### src/rtl/mul_seq_pkg.sv
// rtl/mul_seq_pkg.sv - shared types and constants for the 4x4 sequential multiplier
package mul_seq_pkg;

    typedef enum logic [2:0] {
        IDLE = 3'd0,
        PP0  = 3'd1,
        PP1  = 3'd2,
        PP2  = 3'd3,
        PP3  = 3'd4,
        DONE = 3'd5
    } state_e;

    localparam int          OPW  = 4;
    localparam int          PW   = 8;
    localparam int          ACCW = 10;
    localparam logic [PW-1:0] SAT = 8'hFF;

    // Left shift applied to each pass's partial product before accumulation.
    function automatic logic [2:0] pass_shift(input state_e s);
        case (s)
            PP1, PP2: return 3'd2;
            PP3:      return 3'd4;
            default:  return 3'd0;
        endcase
    endfunction

endpackage

### src/rtl/mul2x2_core.sv
// rtl/mul2x2_core.sv - exact 2x2-bit multiplier core, port-compatible with approximate netlists
module mul2x2_core (
    input  logic in0,
    input  logic in1,
    input  logic in2,
    input  logic in3,
    output logic out0,
    output logic out1,
    output logic out2,
    output logic out3
);

    logic [3:0] p;

    assign p = {2'b00, in1, in0} * {2'b00, in3, in2};
    assign {out3, out2, out1, out0} = p;

endmodule

### src/rtl/mul4x4_seq_ctrl.sv
// rtl/mul4x4_seq_ctrl.sv - 4x4 unsigned multiply via four passes through one 2x2 core
import mul_seq_pkg::*;

module mul4x4_seq_ctrl #(
    parameter bit ZERO_SKIP     = 1'b1,
    parameter bit CORE_ALL_ONES = 1'b0
) (
    input  logic       clk,
    input  logic       rst_n,
    input  logic [3:0] a,
    input  logic [3:0] b,
    input  logic       in_valid,
    output logic       in_ready,
    output logic [7:0] product,
    output logic       ovf,
    output logic       out_valid,
    input  logic       out_ready,
    output logic       busy
);

    state_e             state_q, state_d;
    logic [OPW-1:0]     a_q, a_d, b_q, b_d;
    logic [ACCW-1:0]    acc_q, acc_d, acc_sum, pp_shifted;
    logic [PW-1:0]      product_q, product_d;
    logic               ovf_q, ovf_d;
    logic               out_valid_q, out_valid_d;
    logic [1:0]         core_x, core_y;
    logic [3:0]         exact_p, core_p;
    logic               accept, skip, sum_ovf;

    assign accept = in_valid && (state_q == IDLE);
    assign skip   = ZERO_SKIP && ((a == '0) || (b == '0));

    always_comb begin
        core_x = 2'b00;
        core_y = 2'b00;
        case (state_q)
            PP0: begin core_x = a_q[1:0]; core_y = b_q[1:0]; end
            PP1: begin core_x = a_q[3:2]; core_y = b_q[1:0]; end
            PP2: begin core_x = a_q[1:0]; core_y = b_q[3:2]; end
            PP3: begin core_x = a_q[3:2]; core_y = b_q[3:2]; end
            default: ;
        endcase
    end

    mul2x2_core u_core (
        .in0  (core_x[0]),
        .in1  (core_x[1]),
        .in2  (core_y[0]),
        .in3  (core_y[1]),
        .out0 (exact_p[0]),
        .out1 (exact_p[1]),
        .out2 (exact_p[2]),
        .out3 (exact_p[3])
    );

    // Saturation probe: a constant all-ones core drives the accumulator to its maximum.
    assign core_p     = CORE_ALL_ONES ? 4'hF : exact_p;
    assign pp_shifted = ACCW'(core_p) << pass_shift(state_q);
    assign acc_sum    = acc_q + pp_shifted;
    assign sum_ovf    = acc_sum > ACCW'(SAT);

    // out_valid trails DONE entry by one cycle, so the result is presented
    // from a settled register and DONE always lasts at least two cycles.
    always_comb begin
        state_d     = state_q;
        a_d         = a_q;
        b_d         = b_q;
        acc_d       = acc_q;
        product_d   = product_q;
        ovf_d       = ovf_q;
        out_valid_d = out_valid_q;
        case (state_q)
            IDLE: begin
                if (accept) begin
                    a_d   = a;
                    b_d   = b;
                    acc_d = '0;
                    if (skip) begin
                        state_d   = DONE;
                        product_d = '0;
                        ovf_d     = 1'b0;
                    end else begin
                        state_d = PP0;
                    end
                end
            end
            PP0: begin acc_d = acc_sum; state_d = PP1; end
            PP1: begin acc_d = acc_sum; state_d = PP2; end
            PP2: begin acc_d = acc_sum; state_d = PP3; end
            PP3: begin
                acc_d     = acc_sum;
                state_d   = DONE;
                ovf_d     = sum_ovf;
                product_d = sum_ovf ? SAT : acc_sum[PW-1:0];
            end
            DONE: begin
                out_valid_d = 1'b1;
                if (out_valid_q && out_ready) begin
                    state_d     = IDLE;
                    out_valid_d = 1'b0;
                end
            end
            default: state_d = IDLE;
        endcase
    end

    always_ff @(posedge clk or negedge rst_n) begin
        if (!rst_n) begin
            state_q     <= IDLE;
            a_q         <= '0;
            b_q         <= '0;
            acc_q       <= '0;
            product_q   <= '0;
            ovf_q       <= 1'b0;
            out_valid_q <= 1'b0;
        end else begin
            state_q     <= state_d;
            a_q         <= a_d;
            b_q         <= b_d;
            acc_q       <= acc_d;
            product_q   <= product_d;
            ovf_q       <= ovf_d;
            out_valid_q <= out_valid_d;
        end
    end

    assign in_ready  = (state_q == IDLE);
    assign busy      = (state_q != IDLE);
    assign out_valid = out_valid_q;
    assign product   = product_q;
    assign ovf       = ovf_q;

endmodule

### config.mk
export PLATFORM = sky130hd
export DESIGN_NAME = mul4x4_seq_ctrl
export DESIGN_NICKNAME = d
export VERILOG_FILES = /design/src/rtl/mul_seq_pkg.sv /design/src/rtl/mul2x2_core.sv /design/src/rtl/mul4x4_seq_ctrl.sv
export SDC_FILE = /design/constraint.sdc
export NUM_CORES = 1
export LEC_CHECK = 0
export ABC_CLOCK_PERIOD_IN_PS = 3250
export CORE_MARGIN = 3
export CORE_UTILIZATION = 53
export CTS_BUF_LIST = sky130_fd_sc_hd__clkbuf_4 sky130_fd_sc_hd__clkbuf_8
export DETAILED_ROUTE_END_ITERATION = 10
export GPL_ROUTABILITY_DRIVEN = 0
export PLACE_DENSITY = 0.76
export SLEW_MARGIN = 20
export SYNTH_ARGS = -nofsm -noshare
export SYNTH_HDL_FRONTEND = slang
export SYNTH_SLANG_ARGS = --single-unit
### constraint.sdc
create_clock -name clk -period 3.25 [get_ports clk]
set_input_delay 0.4875 -clock clk [delete_from_list [all_inputs] [get_ports clk]]
set_output_delay 0.4875 -clock clk [all_outputs]
set_load 0.05 [all_outputs]
* Word level (Yosys, flattened, before mapping)
Index checks and enable logic that the tools add are counted. Widths: inputs -> output; s select.
Storage, ports and cells: input bits 12, logic and storage cells 55, memory bits (writable) 0, ROM bits 0, bits in latches 0, register bits after elaboration 31, output and inout port bits 12, memories kept 0
Operators by class: multiplexer cells 17, $add $sub $neg 1, reductions and logical operators 19, div/mod/pow operators 0, equality and inequality tests 8, bitwise gates (word level) 0, $lt $le $gt $ge 1, multiply operators 1, shift-type cells 1
Operators by type and width (number):
- $mux 8 | 3
- $pmux 10 s2 | 1
- $pmux 3 s6 | 1
- $pmux 8 s2 | 1
- $add 10x10->10 | 1
- $gt 10x8->1 const B | 1
- $mux 10 | 1
- $reduce_or 2->1 | 5
- $shl 4x3->10 | 1
- $mux 3 | 3
- $logic_not 4->1 | 2
- $pmux 2 s2 | 2
- $eq 3x2->1 const B | 2
- $eq 3x3->1 const B | 2
- $pmux 3 s2 | 1
- $reduce_and 2->1 | 3
- $mul 2x2->4 | 1
- $ne 2x1->1 const B | 2
- $reduce_bool 2->1 | 2
- $reduce_or 4->1 | 1
- $eq 3x1->1 const B | 1
- $logic_not 3->1 | 1
- $mux 1 | 3
- $reduce_and 3->1 | 1
- other kinds (5) | 6

* Depth between registers and ports, before layout
Gate-level depths: netlist (run 1).
depth after elaboration 9, gate-level depth with buffers 18, mapped depth without buffers 16

* By module
From an unflattened synthesis (run 1), not the netlist that was laid out.
Unflattened totals: cells, all modules 202, area, all modules 1910.6 um2
By module, submodules not included:
- mul4x4_seq_ctrl | instances 1, cells each 196, sequential area each 775.7 um2, area an instance 1860.5 um2
- mul2x2_core | instances 1, cells each 6, sequential area each 0.0 um2, area an instance 50.0 um2

* Worst setup path before layout (run 1)
No wires, ideal clock.
path type register to register, start register state_q[0], end register product_q[7] (netlist: product[7]), stages on the path, launching flop included 17, data required time 3.114 ns, slack -0.295 ns, arrival time 3.409 ns, period minus slack after synthesis 3.545 ns, cells stage by stage dfrtp_1 -> buf_2 -> mux2_1 -> a22o_1 -> a22oi_2 -> nor2_1 -> ha_1 -> ha_1 -> nand2_1 -> o31ai_1 -> and2_1 -> ha_1 -> a21oi_1 -> o211a_1 -> o21a_1 -> a311oi_4 -> o211ai_1
On the way: longest elaborated chain between the ends 9, elaborated cells between the ends (all ways) 24, those cells by class 1 x add/sub; 1 x mul; 1 x order compare; 6 x eq/ne; 1 x shift; 5 x mux; 9 x reduce/logical
Ends and longest elaborated chain:
- from (decl) | line mul4x4_seq_ctrl.sv:21 | state_e state_q, state_d;
- from (signal assigned) | line mul4x4_seq_ctrl.sv:118 | state_q <= state_d;
- $eq 3x3->1 (tied with other cells) | line mul_seq_pkg.sv:20, mul4x4_seq_ctrl.sv:37, mul4x4_seq_ctrl.sv:73
- $reduce_or 2->1 (no line)
- $pmux 2 s2 | line mul4x4_seq_ctrl.sv:37 | case (state_q)
- $mul 2x2->4 | line mul2x2_core.sv:15 | assign p = {2'b00, in1, in0} * {2'b00, in3, in2};
- $shl 4x3->10 | line mul4x4_seq_ctrl.sv:59 | assign pp_shifted = ACCW'(core_p) << pass_shift(state_q);
- $add 10x10->10 | line mul4x4_seq_ctrl.sv:60 | assign acc_sum = acc_q + pp_shifted;
- $gt 10x8->1 | line mul4x4_seq_ctrl.sv:61 | assign sum_ovf = acc_sum > ACCW'(SAT);
- $mux 8 | line mul4x4_seq_ctrl.sv:95 | product_d = sum_ovf ? SAT : acc_sum[PW-1:0];
- $pmux 8 s2 | line mul4x4_seq_ctrl.sv:73 | case (state_q)
- to (signal assigned) | line mul4x4_seq_ctrl.sv:122 | product_q <= product_d;
- to (decl) | line mul4x4_seq_ctrl.sv:24 | logic [PW-1:0] product_q, product_d;
Parallel ways exist; a longest one is shown, timed or not. A chain may end at the register's enable or synchronous reset.

* Worst setup path in the final report (run 1)
Ends and elaborated chain as after synthesis.

==> results of run 1 <==
## placed cells by master (no fill, tap or decap), types with 4 or more instances in the layout
cell type | netlist | final
a221oi_1 | 5 | 5
a22oi_1 | 7 | 7
a21oi_1 | 15 | 13
nand4_1 | 4 | 4
ha_4 | 0 | 5
a32oi_1 | 5 | 4
clkdlybuf4s50_1 | 0 | 23
dfrtp_1 | 31 | 30
o21ai_1 | 1 | 7
o21ai_2 | 0 | 4
inv_1 | 10 | 10
mux2_2 | 11 | 11
nand2_1 | 24 | 22
clkbuf_8 | 0 | 5
nor3_1 | 10 | 7
nor2_1 | 13 | 11
ha_1 | 11 | 5
nand3_1 | 6 | 4
buf_4 | 0 | 60
o21ai_0 | 15 | 5
## metal layers
metal  share of wire (%)  vias up  wire, um  global-route usage, %
li1                    -     1065         -                      -
met3                  12       67      1010                   8.06
met1                  36     1240      3120                   39.2
met5                   0        -         0                      0
met2                  46      228      3940                   50.3
met4                 6.5        0       557                   17.4
## state kept, by name, indices dropped and copies added (netlist names)
signal / count
ovf: 1
product: 8
out_valid: 1
a_q: 4
state_q: 3
b_q: 4
acc_q: 10
## stage by stage
step	std cells	hold WS, ns	TNS (ns)	util (%)	setup slack, ns
finish	370	0.497	-5.61	86.5	-0.482
global route	370	0.533	-8.13	86.5	-0.620
CTS	368	0.504	-2.22	83.0	-0.237
detailed placement	351	0.484	-2.69	74.5	-0.263
global placement	351	0.474	-2.79	74.5	-0.297
floorplan	240	0.192	-1.13	-	-0.147
## cell families after synthesis
logic type / share of synthesized area [%]
AND/OR/NAND/NOR: 18.5
AO/OA/AOI/OAI: 25.7
flip-flops: 35.9
buffers and inverters: 4.16
adder cells (fa/ha/maj): 7.29
multiplexers: 6.25
XOR/XNOR: 2.02
other: 0.173
## layout make-up
type,instances,area (um^2)
clock inverters,3,67.6
flip-flops and latches,31,777
multi-input cells,188,1570
inverters,10,37.5
clock buffers,5,68.8
fillers,181,513
well taps,48,60.1
repair buffers,85,703
## timing repair
| action | CTS | global route |
|---|---|---|
| buffers inserted | 8 | 2 |
| gates cloned | 1 | 0 |
| pin swaps | 17 | 21 |
| setup endpoints to repair | 15 | 17 |
| hold endpoints to repair | 0 | 0 |
| resized for setup | 33 | 23 |
## worst min-delay path, cell delays in order (launching register included)
cell,delay (ns)
dfrtp_1,0.35
nand2_1,0.05
o21ai_1,0.07
## report_power, final
part	leakage (nW)	internal [W]	total (W)	switching [W]
Combinational	0.981	0.00129	0.00298	0.00169
Clock	0.0644	0.000306	0.000467	0.000161
Sequential	0.370	0.000587	0.000768	0.000181
## worst paths after layout
check                      startpoint         end  slack [ns]  cells past startpoint
setup / recovery           state_q[0]  product[7]       -0.48                     15
hold / removal                    ovf         ovf        0.50                      2
setup reg to reg           state_q[0]  product[7]       -0.48                     15
hold reg to reg                   ovf         ovf        0.50                      2
max in group asynchronous       rst_n  state_q[0]        2.34                      2
min in group asynchronous       rst_n   out_valid        0.60                      2
==> metrics.md, run 1 <==
| Metric | Value |
|---|---|
| Iteration-0 DRC Markers | 356 |
| Largest net degree at the start of global routing | 32 |
| Die Height | 69.9 um |
| Sequential share of the synthesized area | 35.9% |
| Relative max-transition margin | 45.3% |
| Share of layout cells above drive strength 1 | about two fifths |
| Primary FF master, synth | dfrtp_1 |
| Full die area | 0.00488 mm^2 |
| Layout Nets | roughly 350 |
| Actual slew at the worst max-slew pin | 0.817 ns |
| Final Setup Violations | 17 |
| Fmax | 268 MHz |
| TritonCTS clock tree | built |
| Worst-Skew Late Latency | 0.29 ns |
| Routed wire per std cell | between 20 and 25 um |
| I/O Pins | 24 |
| Final Hold Viols | 0 |
| Warnings, synthesis | 0 |
| Rows | 22 |
| Power per cell area | 1280 mW/mm^2 |
| CTS root buf | clkbuf_8 |
| Count leader, synth | dfrtp_1 |
| Crit path time final | between 3 and 4 ns |
| Clock slew at reported path FFs | approximately 0.07 ns |
| WP data required | 3.41 ns |
| Crit path DAT | approximately 3.9 ns |
| Die W | 69.9 um |
| Worst-case clock buffer depth | 2 |
| Seq cells post-synth | 31 |
| EDFF count, synth | 0 |
| Max incr delay on CP | approximately 0.43 ns |
| Antenna diode count | 0 |
| Initial Util | 56.9% |
| Pleak | 1.42 nW |
| Remaining antenna violation count | 0 |
| Crit end category | register |
| Clk_skew | 0.00815 ns |
| CTS buffer count | 5 |
| DR pass1 iterations | 5 |
| Synth top cells by count | dfrtp_1 (31), nand2_1 (24), a21oi_1 (15), o21ai_0 (15), nor2_1 (13) |
| Area fraction of the dominant cell type after synthesis | 35.9% |
| Post-route setup slack | -0.482 ns |
| Total gr overflow | 0 |
| IO Port Bufs | 23 |
| CP startpoint kind | register |
| Vias in the first global route | 2498 |
| Failing checks | setup timing |
| RSZ-0062 raised after global routing | true |
| Setup CP Type | reg2reg |
| Yosys top cell by area | dfrtp_1 |
| VDD IR max | 0.844 mV |
| Synth top area cells | dfrtp_1 (36%), ha_1 (6.4%), mux2_2 (5.7%) |
| Worst path slowest cell | dfrtp_2 |
| CTS Sinks | 31 |
| Overall power | about 0.0042 W |
| Initial antenna violation count | 0 |
| Ys async rst share | 100% |
| Gr usage total | 31.7% |
| DP HPWL | ~4.5 mm |
| Critical path cell sequence | mux2_2 -> a22oi_1 -> nor2_1 -> a21oi_1 -> nor2_1 -> ha_2 -> ha_4 -> a21oi_2 -> nor2_4 -> ha_4 -> nand4_1 -> a211o_4 -> a311oi_4 -> buf_6 -> o211ai_1 |
| Top Family by Delay on Critical Path | compound AO/OA/AOI/OAI gates |
| First-pass GRT wire length | about 12 mm |
| Max-Cap Viols | 0 |
| Core Area | between 0.003 and 0.004 mm^2 |
| CP max FO | 6 |
| Syn Inst Count | 240 |
| Outcome | complete, but fails checks |
| Syn nets | 264 |
| Synthesized area | between 0.002 and 0.0025 mm^2 |
| Worst hold path type | reg2reg |
| Yosys cell types | 56 |
| Routed WL | 8.63 mm |
| Via count | 2600 |
| Syn_area_per_cell | 9.01 um^2 |
| Hold Buf Count CTS | 0 |
| Worst Path Buf+Inv | 1 |
| Synth-to-Final Area Change | 51.9% |
| Placed Instance Area | approximately 0.0028 mm^2 |
| Final Instance Area | 0.00329 mm^2 |
| # DRC | 0 |
| H-tree depth | 2 |
| Max Transition Viols Final | 0 |
| Vias per inst | 7.03 |
| Final Cycle Share | 115% |
Note: power is estimated with default switching activity, not from simulation.
==> inputs of run 2 (changes only) <==
--- a/config.mk
+++ b/config.mk
@@ -7,7 +7,7 @@
 export LEC_CHECK = 0
 export ABC_CLOCK_PERIOD_IN_PS = 3250
 export CORE_MARGIN = 3
-export CORE_UTILIZATION = 53
+export CORE_UTILIZATION = 52
 export CTS_BUF_LIST = sky130_fd_sc_hd__clkbuf_4 sky130_fd_sc_hd__clkbuf_8
 export DETAILED_ROUTE_END_ITERATION = 10
 export GPL_ROUTABILITY_DRIVEN = 0
@@ -15,4 +15,5 @@
 export SLEW_MARGIN = 20
 export SYNTH_ARGS = -nofsm -noshare
 export SYNTH_HDL_FRONTEND = slang
+export SYNTH_HIERARCHICAL = 1
 export SYNTH_SLANG_ARGS = --single-unit
==> constraint.sdc (replaced) <==
create_clock -name clk -period 3.25 [get_ports clk]
set_input_delay 0.65 -clock clk [delete_from_list [all_inputs] [get_ports clk]]
set_output_delay 0.65 -clock clk [all_outputs]
set_load 0.05 [all_outputs]
==> metrics.md, run 2 <==
| Metric | Value |
|---|---|
| Vias per inst | 6.03 (-14%) |
| Top Family by Delay on Critical Path | compound AO/OA/AOI/OAI gates |
| Warnings, synthesis | 6 (+6) |
| Rows | 21 (-4.5%) |
| Final Hold Viols | 0 (unchanged) |
| DP HPWL | 3.88 mm (-15%) |
| Post-route setup slack | -0.392 ns (+0.0901 ns) |
| # fillers | 208 (+15%) |
| H-tree depth | 2 (unchanged) |
| Worst-case clock buffer depth | 2 (unchanged) |
| IO Port Bufs | 23 (unchanged) |
| Worst-Skew Late Latency | 0.29 ns (about the same) |
| WP data required | 3.41 ns (about the same) |
| Hold slack | 0.504 ns (+0.00673 ns) |
| Total gr overflow | 0 (unchanged) |
| Via count | 1892 (-27%) |
| Synthesized area | 0.00191 mm^2 (-12%) |
| Max-Cap Viols | 0 (unchanged) |
| Reg-to-Reg Start | state_q[0] |
| Initial antenna violation count | 0 (unchanged) |
| Core Area | 0.00344 mm^2 (-9.4%) |
| Commonest non-fill, non-tap cell in the layout | buf_4 |
| Initial Util | 55.5% (-1.4 points) |
| Share of layout cells above drive strength 1 | 33.6% (-7.4 points) |
| Clock slew at reported path FFs | 0.07 ns (about the same) |
| Reg2reg setup slack | -0.39 ns (+0.09 ns) |
| Count leader, synth | dfrtp_1 |
| Primary FF master, synth | dfrtp_1 |
| WHS Path Cells | 1 (-1) |
| Critical path cell sequence | buf_4 -> nand2b_1 -> nor2_2 -> nand2_1 -> o21ai_1 -> and2_1 -> ha_2 -> ha_4 -> o22ai_2 -> nor2_1 -> ha_2 -> buf_4 -> nand4_1 -> and3_4 -> o31a_2 -> a211oi_4 -> o211ai_1 |
| Pleak | 1.27 nW (-10%) |
| Clk_skew | 0.00772 ns (-0.000428 ns) |
| FF-to-FF End | product[7] |
| Syn_area_per_cell | 9.46 um^2 (+4.9%) |
| Routed WL | 5.63 mm (-35%) |
| # DRC | 0 (unchanged) |
| VDD IR max | 0.734 mV (-13%) |
| Antenna diode count | 0 (unchanged) |
| CTS Sinks | 31 (unchanged) |
| Syn Inst Count | 202 (-16%) |
| Seq cells post-synth | 31 (unchanged) |
| Full die area | 0.00444 mm^2 (-9.2%) |
| Gr usage total | 27.6% (-4.1 points) |
| Placed Instance Area | 0.00248 mm^2 (-12%) |
| Relative max-transition margin | 45.8% (+0.46 points) |
| CTS root buf | clkbuf_8 |
| Final Cycle Share | 112% (-2.8 points) |
| Synth top cells by count | dfrtp_1 (31), nand2_1 (25), o21ai_0 (21) |
| Failing checks | setup timing |
| Fmax | 275 MHz (+2.5%) |
| Power per cell area | 1080 mW/mm^2 (-16%) |
| Syn nets | 226 (-14%) |
| DR pass1 iterations | 4 (-1) |
| CP startpoint kind | register |
| Max incr delay on CP | 0.42 ns (about the same) |
| Iteration-0 DRC Markers | 106 (-70%) |
| Sequential share of the synthesized area | 40.6% (+4.7 points) |
| Vias in the first global route | 1995 (-20%) |
| Worst R2R Path Depth | 17 (+2) |
| Actual slew at the worst max-slew pin | 0.807 ns (-0.00928 ns) |
| Worst Path Buf+Inv | 2 (+1) |
| Layout Nets | 291 (-16%) |
| Final Setup Violations | 13 (-4) |
| Die W | 66.6 um (-4.7%) |
| Yosys top cell by area | dfrtp_1 |
| Crit end category | register |
| Hold Startpoint | acc_q[8] |
| Hold endpoint | acc_q[8] |
| Die Height | 66.6 um (-4.7%) |
| Crit path DAT | 3.80 ns (-0.10 ns) |
| Remaining antenna violation count | 0 (unchanged) |
| Worst hold path type | reg2reg |
| Outcome | complete, but fails checks |
| Max Transition Viols Final | 0 (unchanged) |
| Synth top area cells | dfrtp_1 (41%), ha_1 (7.2%), mux2_2 (6.5%) |
| Routed wire per std cell | 17.9 um (-23%) |
| Synth-to-Final Area Change | 44.9% |
| Final Instance Area | 0.00277 mm^2 (-16%) |
| Post-place setup slack | -0.391 ns (-0.128 ns) |
| I/O Pins | 24 (unchanged) |
| Crit path time final | 3.64 ns (-0.0901 ns) |
| Max reg flops | 10 (unchanged) |
| Worst path slowest cell | dfrtp_1 |
| Biggest register | acc_q |
| RSZ-0062 raised after global routing | true |
| EDFF count, synth | 0 (unchanged) |
| Area fraction of the dominant cell type after synthesis | 40.6% (+4.7 points) |
| CP max FO | 5 (-1) |
| Ys async rst share | 100% (unchanged) |
| Commonest cells after routing, fill and taps aside | buf_4 (37), dfrtp_1 (31), nand2_1 (24) |
| CTS buffer count | 5 (unchanged) |
| Setup CP Type | reg2reg |
| Largest net degree at the start of global routing | 32 (unchanged) |
| First-pass GRT wire length | 9.20 mm (-25%) |
| TritonCTS clock tree | built |
| Yosys cell types | 39 (-30%) |
[run 2: cell types whose count changed after synthesis, sizes merged, moves of 5 or more]
cell and delta:
a21oi -6, nor2 -6, buf -5, nor3 -7
o21ai +6, a32oi -5, a22o +6, inv -5
[run 2: repair_timing]
item                       in CTS  in global routing
resized for setup              21                 16
setup buffers                   7                  2
pin swaps                      17                 25
hold buffers                    0                  0
setup endpoints to repair      12                 15
gates cloned                    1                  0
[run 2: report_power, final]
part | internal [W] | switching (W)
Combinational | 0.000880 | 0.00110
Sequential | 0.000566 | 0.000124
Clock | 0.000158 | 0.000156
Total | 0.00160 | 0.00138
[run 2: metal layers]
layer / share of wire [%] / global-route usage [%]
met1: 42 / 36.1
met2: 47 / 42.5
met3: 7.9 / 5.73
met4: 3.0 / 15.0
met5: 0 / 0
[run 2: cell families (layout without fill, tap and decap cells)]
kind of cell	count (synthesis)	after routing	share of synthesized area, %
DFF	31	31	40.6
xor gates and xnor gates	6	6	2.75
muxes	11	11	6.48
AOI/OAI and AO/OA	64	65	22.7
other	1	1	0.196
and+or+nand+nor	65	65	16.6
adders and majority gates	12	12	8.25
buffers and inverters	12	77	2.36
[run 2: layout make-up]
type                            count  area (um^2)  area share, %
Sequential cell                    31          776           28.0
Multi-Input combinational cell    160         1270           46.0
Clock inverter                      2         12.5          0.452
Clock buffer                        6         76.3           2.76
Tap cell                           46         57.6           2.08
Timing Repair Buffer               64          553           20.0
Inverter                            5         18.8          0.678
[run 2: worst reg2reg max path: cells and delay by family, from the launching register on]
family                   cells  cell delay [ns]
AO/OA/AOI/OAI                5             1.03
buffers and inverters        2             0.30
AND/OR/NAND/NOR              7             1.01
adder cells (fa/ha/maj)      3             0.75
flip-flops                   1             0.42
[run 2: how the worst max path moves through the flow]
stage / start / end / slack, ns / cells after the start
floorplan: state_q[0] / product[7] / -0.28 / 16
global placement: state_q[0] / product[7] / -0.29 / 16
detailed placement: state_q[0] / product[7] / -0.39 / 16
CTS: state_q[0] / product[7] / -0.35 / 16
global route: state_q[0] / product[7] / -0.55 / 17
finish: state_q[0] / product[7] / -0.39 / 17
[run 2: metrics by stage]
step / utilization [%] / TNS (ns) / std cells / power [W]
6_report: 80.4 / -3.91 / 314 / 0.00298
5_1_grt: 80.4 / -5.90 / 314 / 0.00317
4_1_cts: 78.3 / -3.63 / 314 / 0.00290
3_5_place_dp: 72.2 / -3.80 / 299 / 0.00243
3_3_place_gp: 72.2 / -2.62 / 299 / 0.00236
2_1_floorplan: - / -2.38 / 202 / 0.00179
